[config.mk]
export PLATFORM = sky130hd
export DESIGN_NAME = ft245_tx
export DESIGN_NICKNAME = d
export VERILOG_FILES = /design/src/rtl/ft245_pkg.sv /design/src/rtl/ft_byte_fifo.sv /design/src/rtl/ft245_tx.sv
export SDC_FILE = /design/constraint.sdc
export NUM_CORES = 1
export LEC_CHECK = 0
export ABC_AREA = 1
export CELL_PAD_IN_SITES_DETAIL_PLACEMENT = 1
export CELL_PAD_IN_SITES_GLOBAL_PLACEMENT = 2
export CORE_MARGIN = 2
export CORE_UTILIZATION = 35
export CTS_CLUSTER_SIZE = 24
export DETAILED_ROUTE_END_ITERATION = 8
export PLACE_DENSITY_LB_ADDON = 0.1
export SKIP_CTS_REPAIR_TIMING = 1
export SLEW_MARGIN = 20
export SYNTH_ARGS = -nofsm -noshare
export SYNTH_HDL_FRONTEND = slang
export SYNTH_SLANG_ARGS = --single-unit
[constraint.sdc]
create_clock -name clk100 -period 2.4 [get_ports clk100]
set_input_delay 0.36 -clock clk100 [delete_from_list [all_inputs] [get_ports clk100]]
set_output_delay 0.36 -clock clk100 [all_outputs]
set_load 0.01 [all_outputs]
[src/rtl/ft245_pkg.sv]
// ----------------------------------------------------------------------------
// ft245_pkg
// Shared types and constants for the FT245-style async FIFO bus engines.
//   - ft_state_e    : write-engine sequencing states
//   - FT_DW         : bus data width
//   - FT_*_DEF      : default timing, in clk100 cycles at 100 MHz
//   - ft_cnt_load   : down-counter preload for an N-cycle phase
//   - ft_max4       : largest of four phase lengths (sizes the timer)
// ----------------------------------------------------------------------------
package ft245_pkg;

    localparam int FT_DW = 8;

    localparam int FT_FIFO_DEPTH_DEF = 16;
    localparam int FT_SETUP_CYC_DEF  = 2;   // >= 20 ns data setup before WR rise
    localparam int FT_WR_HI_CYC_DEF  = 6;   // >= 50 ns WR high
    localparam int FT_HOLD_CYC_DEF   = 1;   // data hold after WR fall
    localparam int FT_RECOV_CYC_DEF  = 10;  // TXE# high period + synchronizer

    typedef enum logic [2:0] {
        IDLE    = 3'd0,
        SETUP   = 3'd1,
        STROBE  = 3'd2,
        HOLD    = 3'd3,
        RECOVER = 3'd4
    } ft_state_e;

    // A phase of N cycles runs the counter from N-1 down to 0; a zero-length
    // phase still occupies one cycle.
    function automatic int ft_cnt_load(input int cyc);
        return (cyc > 0) ? (cyc - 1) : 0;
    endfunction

    function automatic int ft_max4(input int a, input int b, input int c, input int d);
        int m;
        m = a;
        if (b > m) m = b;
        if (c > m) m = c;
        if (d > m) m = d;
        return m;
    endfunction

endpackage

[src/rtl/ft_byte_fifo.sv]
// ----------------------------------------------------------------------------
// ft_byte_fifo
// Synchronous first-word-fall-through FIFO. The head entry is visible on
// rdata whenever empty is low; pop advances to the next entry. Shared by the
// FT245 write path and the read path.
//   clk, rst_n : clock, async active-low reset (flushes the FIFO)
//   push/wdata : write request, refused while full
//   pop/rdata  : read request and head data, ignored while empty
//   full/empty : occupancy flags
//   level      : current occupancy, 0..DEPTH
// DEPTH must be a power of two and at least 2.
// ----------------------------------------------------------------------------
module ft_byte_fifo
    import ft245_pkg::*;
#(
    parameter int DEPTH = FT_FIFO_DEPTH_DEF,
    parameter int DW    = FT_DW
) (
    input  logic                     clk,
    input  logic                     rst_n,
    input  logic                     push,
    input  logic [DW-1:0]            wdata,
    input  logic                     pop,
    output logic [DW-1:0]            rdata,
    output logic                     full,
    output logic                     empty,
    output logic [$clog2(DEPTH):0]   level
);

    localparam int AW = $clog2(DEPTH);

    logic [DW-1:0] mem_q [DEPTH];
    logic [AW:0]   wr_ptr_q, wr_ptr_d;
    logic [AW:0]   rd_ptr_q, rd_ptr_d;
    logic          do_push;
    logic          do_pop;

    // Pointers carry one extra wrap bit so full and empty differ.
    assign level   = wr_ptr_q - rd_ptr_q;
    assign full    = (level == (AW+1)'(DEPTH));
    assign empty   = (level == '0);
    assign do_push = push && !full;
    assign do_pop  = pop && !empty;
    assign rdata   = mem_q[rd_ptr_q[AW-1:0]];

    always_comb begin
        wr_ptr_d = wr_ptr_q;
        rd_ptr_d = rd_ptr_q;
        if (do_push) wr_ptr_d = wr_ptr_q + (AW+1)'(1);
        if (do_pop)  rd_ptr_d = rd_ptr_q + (AW+1)'(1);
    end

    always_ff @(posedge clk or negedge rst_n) begin
        if (!rst_n) begin
            wr_ptr_q <= '0;
            rd_ptr_q <= '0;
        end else begin
            wr_ptr_q <= wr_ptr_d;
            rd_ptr_q <= rd_ptr_d;
        end
    end

    // Storage needs no reset: a flush is just the pointer reset.
    always_ff @(posedge clk) begin
        if (do_push) mem_q[wr_ptr_q[AW-1:0]] <= wdata;
    end

endmodule

[src/rtl/ft245_tx.sv]
// ----------------------------------------------------------------------------
// ft245_tx
// FPGA-to-host write engine for the FT245 async FIFO bus. Bytes from fabric
// logic are queued in a local FIFO and each one is emitted as a single bus
// write cycle timed in clk100 cycles.
//
// Ports:
//   clk100, rst_n      : 100 MHz clock, async active-low reset
//   tx_data/tx_valid   : byte stream in; accepted when tx_valid && tx_ready
//   tx_ready           : FIFO not full
//   rd_active          : read path owns the bus, blocks new write cycles
//   wr_busy            : write cycle in progress, or one starting this cycle
//   FT_TX_Enable_n     : TXE#, async, low = host can take a byte
//   FT_PWR_n           : async, low = host-side device configured
//   FT_DATA_OUT/OE     : bus data and per-bit output enable
//   FT_WR_Strobe       : WR, active high, host latches on the falling edge
//   fifo_level         : FIFO occupancy
// Build option FT245_TX_STATS_EN adds tx_count (writes completed, wrapping)
// and stall_count (IDLE cycles with data waiting but blocked, saturating).
//
// state   | meaning
// --------+---------------------------------------------------------------
// IDLE    | waiting for data, TXE# low, PWR# low and no read in progress
// SETUP   | data and OE driven ahead of the WR rising edge
// STROBE  | WR high
// HOLD    | WR low, data and OE still driven
// RECOVER | bus released, TXE# ignored until the host has deasserted it
// ----------------------------------------------------------------------------
module ft245_tx
    import ft245_pkg::*;
#(
    parameter int FIFO_DEPTH = FT_FIFO_DEPTH_DEF,
    parameter int SETUP_CYC  = FT_SETUP_CYC_DEF,
    parameter int WR_HI_CYC  = FT_WR_HI_CYC_DEF,
    parameter int HOLD_CYC   = FT_HOLD_CYC_DEF,
    parameter int RECOV_CYC  = FT_RECOV_CYC_DEF
) (
    input  logic                         clk100,
    input  logic                         rst_n,
    input  logic [FT_DW-1:0]             tx_data,
    input  logic                         tx_valid,
    output logic                         tx_ready,
    input  logic                         rd_active,
    output logic                         wr_busy,
    input  logic                         FT_TX_Enable_n,
    input  logic                         FT_PWR_n,
    output logic [FT_DW-1:0]             FT_DATA_OUT,
    output logic [FT_DW-1:0]             FT_DATA_OE,
    output logic                         FT_WR_Strobe,
    output logic [$clog2(FIFO_DEPTH):0]  fifo_level
`ifdef FT245_TX_STATS_EN
    ,
    output logic [31:0]                  tx_count,
    output logic [15:0]                  stall_count
`endif
);

    localparam int LVL_W   = $clog2(FIFO_DEPTH) + 1;
    localparam int MAX_CYC = ft_max4(SETUP_CYC, WR_HI_CYC, HOLD_CYC, RECOV_CYC);
    localparam int CNT_W   = (MAX_CYC > 1) ? $clog2(MAX_CYC) : 1;

    localparam logic [CNT_W-1:0] LD_SETUP = CNT_W'(ft_cnt_load(SETUP_CYC));
    localparam logic [CNT_W-1:0] LD_WR_HI = CNT_W'(ft_cnt_load(WR_HI_CYC));
    localparam logic [CNT_W-1:0] LD_HOLD  = CNT_W'(ft_cnt_load(HOLD_CYC));
    localparam logic [CNT_W-1:0] LD_RECOV = CNT_W'(ft_cnt_load(RECOV_CYC));

    // ------------------------------------------------------------------
    // Synchronizers: reset to 1 so the bus reads as "not ready".
    // ------------------------------------------------------------------
    logic [1:0] txe_sync_q;
    logic [1:0] pwr_sync_q;
    logic       txe_sync;
    logic       pwr_sync;

    always_ff @(posedge clk100 or negedge rst_n) begin
        if (!rst_n) begin
            txe_sync_q <= 2'b11;
            pwr_sync_q <= 2'b11;
        end else begin
            txe_sync_q <= {txe_sync_q[0], FT_TX_Enable_n};
            pwr_sync_q <= {pwr_sync_q[0], FT_PWR_n};
        end
    end

    assign txe_sync = txe_sync_q[1];
    assign pwr_sync = pwr_sync_q[1];

    // ------------------------------------------------------------------
    // Byte FIFO
    // ------------------------------------------------------------------
    logic             fifo_full;
    logic             fifo_empty;
    logic [FT_DW-1:0] fifo_rdata;
    logic [LVL_W-1:0] fifo_lvl;
    logic             start;

    assign tx_ready = !fifo_full;

    ft_byte_fifo #(
        .DEPTH (FIFO_DEPTH),
        .DW    (FT_DW)
    ) u_fifo (
        .clk   (clk100),
        .rst_n (rst_n),
        .push  (tx_valid && !fifo_full),
        .wdata (tx_data),
        .pop   (start),
        .rdata (fifo_rdata),
        .full  (fifo_full),
        .empty (fifo_empty),
        .level (fifo_lvl)
    );

    assign fifo_level = fifo_lvl;

    // ------------------------------------------------------------------
    // Write-cycle FSM
    // ------------------------------------------------------------------
    ft_state_e        state_q, state_d;
    logic [CNT_W-1:0] cnt_q, cnt_d;
    logic             cnt_done;

    logic [FT_DW-1:0] data_q, data_d;
    logic [FT_DW-1:0] oe_q, oe_d;
    logic             wr_q, wr_d;
    logic             busy_q, busy_d;

    // rd_active in the start term gives the read path priority on a tie.
    assign start    = (state_q == IDLE) && !fifo_empty && !txe_sync
                      && !pwr_sync && !rd_active;
    assign cnt_done = (cnt_q == '0);

    always_ff @(posedge clk100 or negedge rst_n) begin
        if (!rst_n) begin
            state_q <= IDLE;
            cnt_q   <= '0;
            data_q  <= '0;
            oe_q    <= '0;
            wr_q    <= 1'b0;
            busy_q  <= 1'b0;
        end else begin
            state_q <= state_d;
            cnt_q   <= cnt_d;
            data_q  <= data_d;
            oe_q    <= oe_d;
            wr_q    <= wr_d;
            busy_q  <= busy_d;
        end
    end

    always_comb begin
        state_d = state_q;
        cnt_d   = cnt_q;
        unique case (state_q)
            IDLE: begin
                if (start) begin
                    state_d = SETUP;
                    cnt_d   = LD_SETUP;
                end
            end
            SETUP: begin
                if (cnt_done) begin
                    state_d = STROBE;
                    cnt_d   = LD_WR_HI;
                end else begin
                    cnt_d = cnt_q - CNT_W'(1);
                end
            end
            STROBE: begin
                if (cnt_done) begin
                    state_d = HOLD;
                    cnt_d   = LD_HOLD;
                end else begin
                    cnt_d = cnt_q - CNT_W'(1);
                end
            end
            HOLD: begin
                if (cnt_done) begin
                    state_d = RECOVER;
                    cnt_d   = LD_RECOV;
                end else begin
                    cnt_d = cnt_q - CNT_W'(1);
                end
            end
            RECOVER: begin
                if (cnt_done) begin
                    state_d = IDLE;
                    cnt_d   = '0;
                end else begin
                    cnt_d = cnt_q - CNT_W'(1);
                end
            end
            default: begin
                state_d = IDLE;
                cnt_d   = '0;
            end
        endcase
    end

    // Pin drivers are decoded from the next state so they leave registers
    // aligned with the state they belong to.
    always_comb begin
        data_d = data_q;
        oe_d   = '0;
        wr_d   = 1'b0;
        busy_d = 1'b0;
        if (start) data_d = fifo_rdata;
        if (state_d == SETUP || state_d == STROBE || state_d == HOLD) begin
            oe_d   = '1;
            busy_d = 1'b1;
        end
        if (state_d == STROBE) wr_d = 1'b1;
    end

    assign FT_DATA_OUT  = data_q;
    assign FT_DATA_OE   = oe_q;
    assign FT_WR_Strobe = wr_q;
    // The registered flag lags the IDLE->SETUP decision by one cycle, so the
    // start term is folded in for the read path's benefit.
    assign wr_busy      = busy_q | start;

`ifdef FT245_TX_STATS_EN
    // ------------------------------------------------------------------
    // Statistics
    // ------------------------------------------------------------------
    logic [31:0] tx_count_q;
    logic [15:0] stall_count_q;
    logic        wr_fall;
    logic        stall;

    assign wr_fall = (state_q == STROBE) && (state_d == HOLD);
    assign stall   = (state_q == IDLE) && !fifo_empty
                     && (txe_sync || pwr_sync || rd_active);

    always_ff @(posedge clk100 or negedge rst_n) begin
        if (!rst_n) begin
            tx_count_q    <= '0;
            stall_count_q <= '0;
        end else begin
            if (wr_fall) tx_count_q <= tx_count_q + 32'd1;
            if (stall && stall_count_q != 16'hFFFF) stall_count_q <= stall_count_q + 16'd1;
        end
    end

    assign tx_count    = tx_count_q;
    assign stall_count = stall_count_q;
`endif

endmodule

; ---- Word level (Yosys, flattened, before mapping)
; Memories as Yosys holds them, arrays and structs flattened. A register that Yosys moved wholly into a read port is not among the register bits.
; Index checks and enable logic that the tools add are counted.
[classes]
mux = 16
n_reduce_logical = 19
bitwise_logic = 1
n_addsub = 4
n_eq_ne = 9
[ops]
columns = op, count
row1 = 4-bit two-way mux, 4
row2 = 4-bit one-hot mux with 4 select lines, 1
row3 = 3-bit two-way mux, 5
row4 = 3-bit one-hot mux with 5 select lines, 1
row5 = "3-bit by 2-bit == test with 1-bit output, second input constant", 4
row6 = "5-bit by 1-bit adder with 5-bit output, second input constant", 2
row7 = 8-bit two-way mux, 1
row8 = 1-bit logical AND, 7
row9 = "3-bit by 1-bit == test with 1-bit output, second input constant", 2
row10 = 1-bit zero test, 6
row11 = "5-bit == test, second input constant", 1
row12 = 5-bit zero test, 1
row13 = 5-bit subtractor, 1
row14 = 4-bit zero test, 1
row15 = 1-bit two-way mux, 4
row16 = "4-bit by 1-bit subtractor with 4-bit output, second input constant", 1
row17 = "3-bit == test, second input constant", 1
row18 = 3-bit zero test, 1
row19 = 1-bit logical OR, 2
row20 = "2-bit inequality test, second input constant", 1
row21 = 2-bit OR reduction, 1
row22 = 1-bit OR, 1
[totals]
output_inout_bits = 24
elab_cells = 59
ff_bits = 31
mem_bits_rw = 128
n_memories = 1
[memory_table]
columns = memory, words, width, rd, rd_clocked_by_memory_dff, wr, line
row1 = u_fifo.mem_q, 16, 8, 1, 1, 1, ft_byte_fifo.sv:32  ; logic [DW-1:0] mem_q [DEPTH];

; ---- Depth between registers and ports, before layout
[logic_depth]
word_depth = 13
depth_mapped = 14
depth_no_buf = 13

; ---- Hierarchy
; From an unflattened synthesis, not the netlist that was laid out.
[unflattened]
hier_cells = 623
area_unflattened_um2 = 6904.1
[modules_own_cells]
columns = module, seq_area_each_um2, instances, cells_each, area_per_inst_um2
row1 = ft_byte_fifo, 4093.9, 1, 502, 5876.9
row2 = ft245_tx, 530.5, 1, 121, 1027.2

; ---- Worst setup path before layout
; OpenSTA, ideal clock, no wires.
[synth_path]
path_type = register -> register
start = register u_fifo.rd_ptr_q[1]
end = memory u_fifo.mem_q[10][0] (netlist bit) (enable)
stages_incl_launch_ff = 11
t_arrival_ps = 2336
required_ps = 2030
setup_slack_ps = -307
cell_sequence = dfrtp_1 buf_2 inv_1 buf_2 fa_1 xor2_1 nor2_1 nand3_2 nand2_2 buf_2 nor2_1
[synth_between]
elab_chain_len = 7
[synth_rtl]
columns = item, line
row1 = "start, declared", ft_byte_fifo.sv:34  ; logic [AW:0] rd_ptr_q, rd_ptr_d;
row2 = "start signal, assigned", ft_byte_fifo.sv:59  ; rd_ptr_q <= rd_ptr_d;
row3 = 5-bit subtractor (*), ft_byte_fifo.sv:39  ; assign level = wr_ptr_q - rd_ptr_q;
row4 = via fifo_level[2], ft245_tx.sv:50  ; output logic [$clog2(FIFO_DEPTH):0] fifo_level
row5 = 5-bit == test (*), ft_byte_fifo.sv:40  ; assign full = (level == (AW+1)'(DEPTH));
row6 = 1-bit zero test (*), n/a
row7 = via tx_ready, ft245_tx.sv:42  ; output logic tx_ready,
row8 = 1-bit logical AND, ft245_tx.sv:105  ; .push (tx_valid && !fifo_full),
row9 = 1-bit logical AND (*), ft_byte_fifo.sv:42  ; assign do_push = push && !full;
row10 = 1-bit two-way mux (*), ft_byte_fifo.sv:65  ; if (do_push) mem_q[wr_ptr_q[AW-1:0]] <= wdata;
row11 = 1-bit two-way mux (not written as such) (*), ft_byte_fifo.sv:65
row12 = "end, declared", ft_byte_fifo.sv:32
; Mark *: on every way through the listed nets, which the timed path passes. The rest lies on a longest branch.

; ---- Worst setup path after layout
[layout_path]
start = register u_fifo.rd_ptr_q[0]
end = output wr_busy
[layout_between]
elab_chain_len = 8
[layout_rtl]
columns = item, line
row1 = 5-bit subtractor, ft_byte_fifo.sv:39
row2 = 5-bit zero test, ft_byte_fifo.sv:41  ; assign empty = (level == '0);
row3 = 1-bit zero test, ft245_tx.sv:129  ; assign start = (state_q == IDLE) && !fifo_empty && !txe_sync
row4 = 1-bit logical AND (2 in a row), ft245_tx.sv:129
row5 = 1-bit logical AND (2 in a row), ft245_tx.sv:130  ; && !pwr_sync && !rd_active;
row6 = 1-bit OR, ft245_tx.sv:220  ; assign wr_busy = busy_q | start;
row7 = "end, declared", ft245_tx.sv:44  ; output logic wr_busy,
; No other way between the ends.

==> reports/metrics.json <==
{
  "insertedDiodeCount": {"value": 0},
  "globalRoute.totalOverflow": {"value": 0},
  "max_buffers_root_to_sink": {"value": 2},
  "timing.setup.critical_path_class": {"value": "reg2out"},
  "part_of_the_power_in_combinational_logic": {"value": 0.410},
  "post-route-worst-setup-slack": {"value": -0.517, "unit": "ns"},
  "net-switching-power": {"value": 3960, "unit": "µW"},
  "post_synth.cell_area_avg": {"value": 10.3, "unit": "µm²"},
  "cp_top_family": {"value": "simple AND/OR/NAND/NOR gates"},
  "finalHoldViolCount": {"value": 0},
  "grt-busiest-layer": {"value": "met2"},
  "cts.sink_count": {"value": 159},
  "synth_top_cells_by_area": {"value": "sky130_fd_sc_hd__edfxtp_1, sky130_fd_sc_hd__dfrtp_1, sky130_fd_sc_hd__nor2_1, sky130_fd_sc_hd__nand2_1, sky130_fd_sc_hd__o21ai_0"},
  "timing.critical_path.from_type": {"value": "flop"},
  "cts_made_buffers": {"value": 17},
  "initial_core_util": {"value": 0.359},
  "p_leak": {"value": 0.00337, "unit": "µW"},
  "fraction_of_final_layout_cells_sized_beyond_drive_strength_1": {"value": 0.166},
  "globalRouteTotalUtil": {"value": 0.184},
  "relSlewSlack": {"value": 0.463},
  "layout.core_utilization": {"value": 0.445},
  "tritoncts": {"value": "built"},
  "grt_pass1_wl": {"value": 29300, "unit": "µm"},
  "worst-endpoint-required": {"value": 2.04, "unit": "ns"},
  "tightest_hold_check_type": {"value": "in2async"},
  "synth_edf_count": {"value": 128},
  "die-area": {"value": 0.0211, "unit": "mm²"},
  "floorplan.rows": {"value": 51},
  "internal-power": {"value": 6540, "unit": "µW"},
  "max_slew.worst_pin.slew": {"value": 0.805, "unit": "ns"},
  "pin_count_of_the_biggest_net_entering_global_routing": {"value": 69},
  "ir_worst_vdd": {"value": 0.489, "unit": "mV"},
  "min_period": {"value": 2.92, "unit": "ns"},
  "worst-path-max-fanout": {"value": 2},
  "synth_top_area_share": {"value": 0.549},
  "cap_viol_max_count": {"value": 0},
  "setup.worst_path.end_class": {"value": "output port"},
  "synth-main-ff-cell": {"value": "sky130_fd_sc_hd__edfxtp_1"},
  "nFillCells": {"value": 2163},
  "vias": {"value": 4886},
  "dr.first_iter.drc_count": {"value": 266},
  "cp.buffers_inverters": {"value": 3},
  "synth.ff_latch_count": {"value": 159},
  "timing.final.crit_share": {"value": 1.22},
  "yosysWarningCount": {"value": 0},
  "grt_setup_unrepaired": {"value": "yes"},
  "drv_slew": {"value": 0},
  "sequentialPowerShare": {"value": 0.342},
  "routed_wirelength": {"value": 19100, "unit": "µm"},
  "synthArstFlopShare": {"value": 0.195},
  "gr-usage-met2": {"value": 0.301},
  "clk_transition_reported_paths": {"value": 0.07, "unit": "ns"},
  "dp_hpwl": {"value": 12300, "unit": "µm"},
  "distinct_cells_synth": {"value": 32},
  "ys_seq_area_frac": {"value": 0.661},
  "pwr-share-clk": {"value": 0.248},
  "antenna_violations_before_repair": {"value": 0},
  "yosysTopAreaCell": {"value": "sky130_fd_sc_hd__edfxtp_1"},
  "synth.net_count": {"value": 706},
  "final_net_count": {"value": 765},
  "grt.met3_usage": {"value": 0.0386},
  "crit_path_arrival_time": {"value": 2.56, "unit": "ns"},
  "failed_checks": {"value": "negative setup slack"},
  "timing.critical_path.slowest_cell_delay": {"value": 0.43, "unit": "ns"},
  "post_drt_via_cell_ratio": {"value": 4.80},
  "drc_errors": {"value": 0},
  "synth_common_cells": {"value": "sky130_fd_sc_hd__nor2_1, sky130_fd_sc_hd__nand2_1, sky130_fd_sc_hd__edfxtp_1, sky130_fd_sc_hd__o21ai_0, sky130_fd_sc_hd__nand3_1"},
  "power.share.switching": {"value": 0.377},
  "worst_skew_pair_later_pin_latency": {"value": 0.44, "unit": "ns"},
  "io_pins": {"value": 38},
  "power-per-cell-area": {"value": 1210, "unit": "mW/mm²"},
  "fin_skew": {"value": 0.0150, "unit": "ns"},
  "gp_routability_congestion": {"value": 0.787},
  "detailedRoute.firstPassIterationCount": {"value": 5},
  "die_h": {"value": 145, "unit": "µm"},
  "fmax": {"value": 343, "unit": "MHz"},
  "detail_route.wl_per_cell": {"value": 18.7, "unit": "µm"},
  "clock_tree_root": {"value": "sky130_fd_sc_hd__clkbuf_16"},
  "most_common_cell_in_the_synthesized_netlist": {"value": "sky130_fd_sc_hd__nor2_1"},
  "setup-tns-final": {"value": -12.09, "unit": "ns"},
  "postSynthCellCount": {"value": 681},
  "fp.coreArea": {"value": 0.0195, "unit": "mm²"},
  "syn-cell-area": {"value": 0.00700, "unit": "mm²"},
  "cts_htree_levels": {"value": 4},
  "syn_to_final_growth": {"value": 24.1, "unit": "%"},
  "timing.critical_path.cells": {"value": "ha_4 > inv_4 > fa_2 > or2_0 > nor2_1 > nand3_1 > nand2_2 > inv_2 > or2_4 > buf_6"},
  "number_of_global_route_vias_before_repair": {"value": 5067},
  "status": {"value": "complete, but fails checks"},
  "routing_usage_on_met1": {"value": 0.249},
  "timing.final.setup_violations": {"value": 130},
  "worst_path_max_delay_cell": {"value": "sky130_fd_sc_hd__dfrtp_2"},
  "whs": {"value": 0.332, "unit": "ns"},
  "antenna_left": {"value": 0},
  "io_buffers": {"value": 37},
  "design_power_total": {"value": 10500, "unit": "µW"},
  "die-width": {"value": 145, "unit": "µm"}
}
metrics by stage:
stage	std cells	setup slack (ns)	area, µm²
after floorplan	681	-0.0151	7140
after global placement	978	-0.398	7880
after detailed placement	978	-0.444	7880
after CTS	1010	-0.923	8440
after global routing	1018	-0.652	8690
final	1018	-0.517	8690
per-layer routing:
metal / share of wire / vias to the layer above
li1: - / 2379
met1: 0.46 / 2405
met2: 0.49 / 85
met3: 0.043 / 17
met4: 0.012 / 0
met5: 0 / -
state kept, by name, indices dropped and copies added (netlist names):
name             cells
FT_DATA_OE           1
FT_DATA_OUT          8
FT_WR_Strobe         1
cnt_q                4
pwr_sync_q           2
state_q              3
txe_sync_q           2
u_fifo.mem_q       128
u_fifo.rd_ptr_q      5
u_fifo.wr_ptr_q      5
placed cells by master (no fill, tap or decap), types with 16 or more instances in the layout:
cell type                         Yosys  routed
sky130_fd_sc_hd__clkbuf_16            0      18
sky130_fd_sc_hd__o21ai_1             16      16
sky130_fd_sc_hd__inv_1               30      27
sky130_fd_sc_hd__nor2_1             160     144
sky130_fd_sc_hd__dfrtp_1             27      26
sky130_fd_sc_hd__clkdlybuf4s50_1      0      31
sky130_fd_sc_hd__edfxtp_1           128     128
sky130_fd_sc_hd__nor2_4               0      16
sky130_fd_sc_hd__buf_4               17      28
sky130_fd_sc_hd__nand3_1             43      42
sky130_fd_sc_hd__o21ai_0             51      51
sky130_fd_sc_hd__nand2_1            138     129
worst reg2reg max path, delay by kind of cell, from the launching register on:
kind,cells,cell delay (ns)
DFF,1,0.39
buffers and inverters,5,0.58
and+or+nand+nor,5,0.54
adders and majority gates,2,0.66
worst paths after layout:
kind                       slack (ns)                   to  cells after the start               start
max                             -0.52              wr_busy                     10  u_fifo.rd_ptr_q[0]
min                              0.33             cnt_q[2]                      2               rst_n
max reg2reg                     -0.12  u_fifo.mem_q[10][1]                     12  u_fifo.wr_ptr_q[0]
min reg2reg                      0.36        pwr_sync_q[1]                      0       pwr_sync_q[0]
max in group asynchronous        1.72        txe_sync_q[0]                      2               rst_n
min in group clk100              0.34        pwr_sync_q[0]                      1            FT_PWR_n
logic make-up after synthesis:
logic type,count (synthesis),synth area share
buffers and inverters,75,0.0515
AO/OA/AOI/OAI,76,0.0565
adder cells (fa/ha/maj),11,0.0207
AND/OR/NAND/NOR,351,0.199
XOR/XNOR,9,0.0113
flip-flops,159,0.661
power by group through the flow:
stage,Clock (µW),Combinational (µW),Sequential [µW]
6_report,2600,4300,3590
3_3_place_gp,0,3980,3620
5_1_grt,2770,4810,3630
3_5_place_dp,0,4060,3640
2_1_floorplan,0,2440,3640
4_1_cts,2660,4070,3580
area by class of cell:
type | instances | area [µm²] | share of cell area
flip-flops and latches | 159 | 4630 | 0.532
repair buffers | 77 | 810 | 0.0932
inverters | 38 | 148 | 0.0170
clock inverters | 15 | 134 | 0.0154
multi-input cells | 447 | 2220 | 0.255
well taps | 265 | 332 | 0.0382
clock buffers | 17 | 425 | 0.0490
Power figures use the tool's default switching activity.
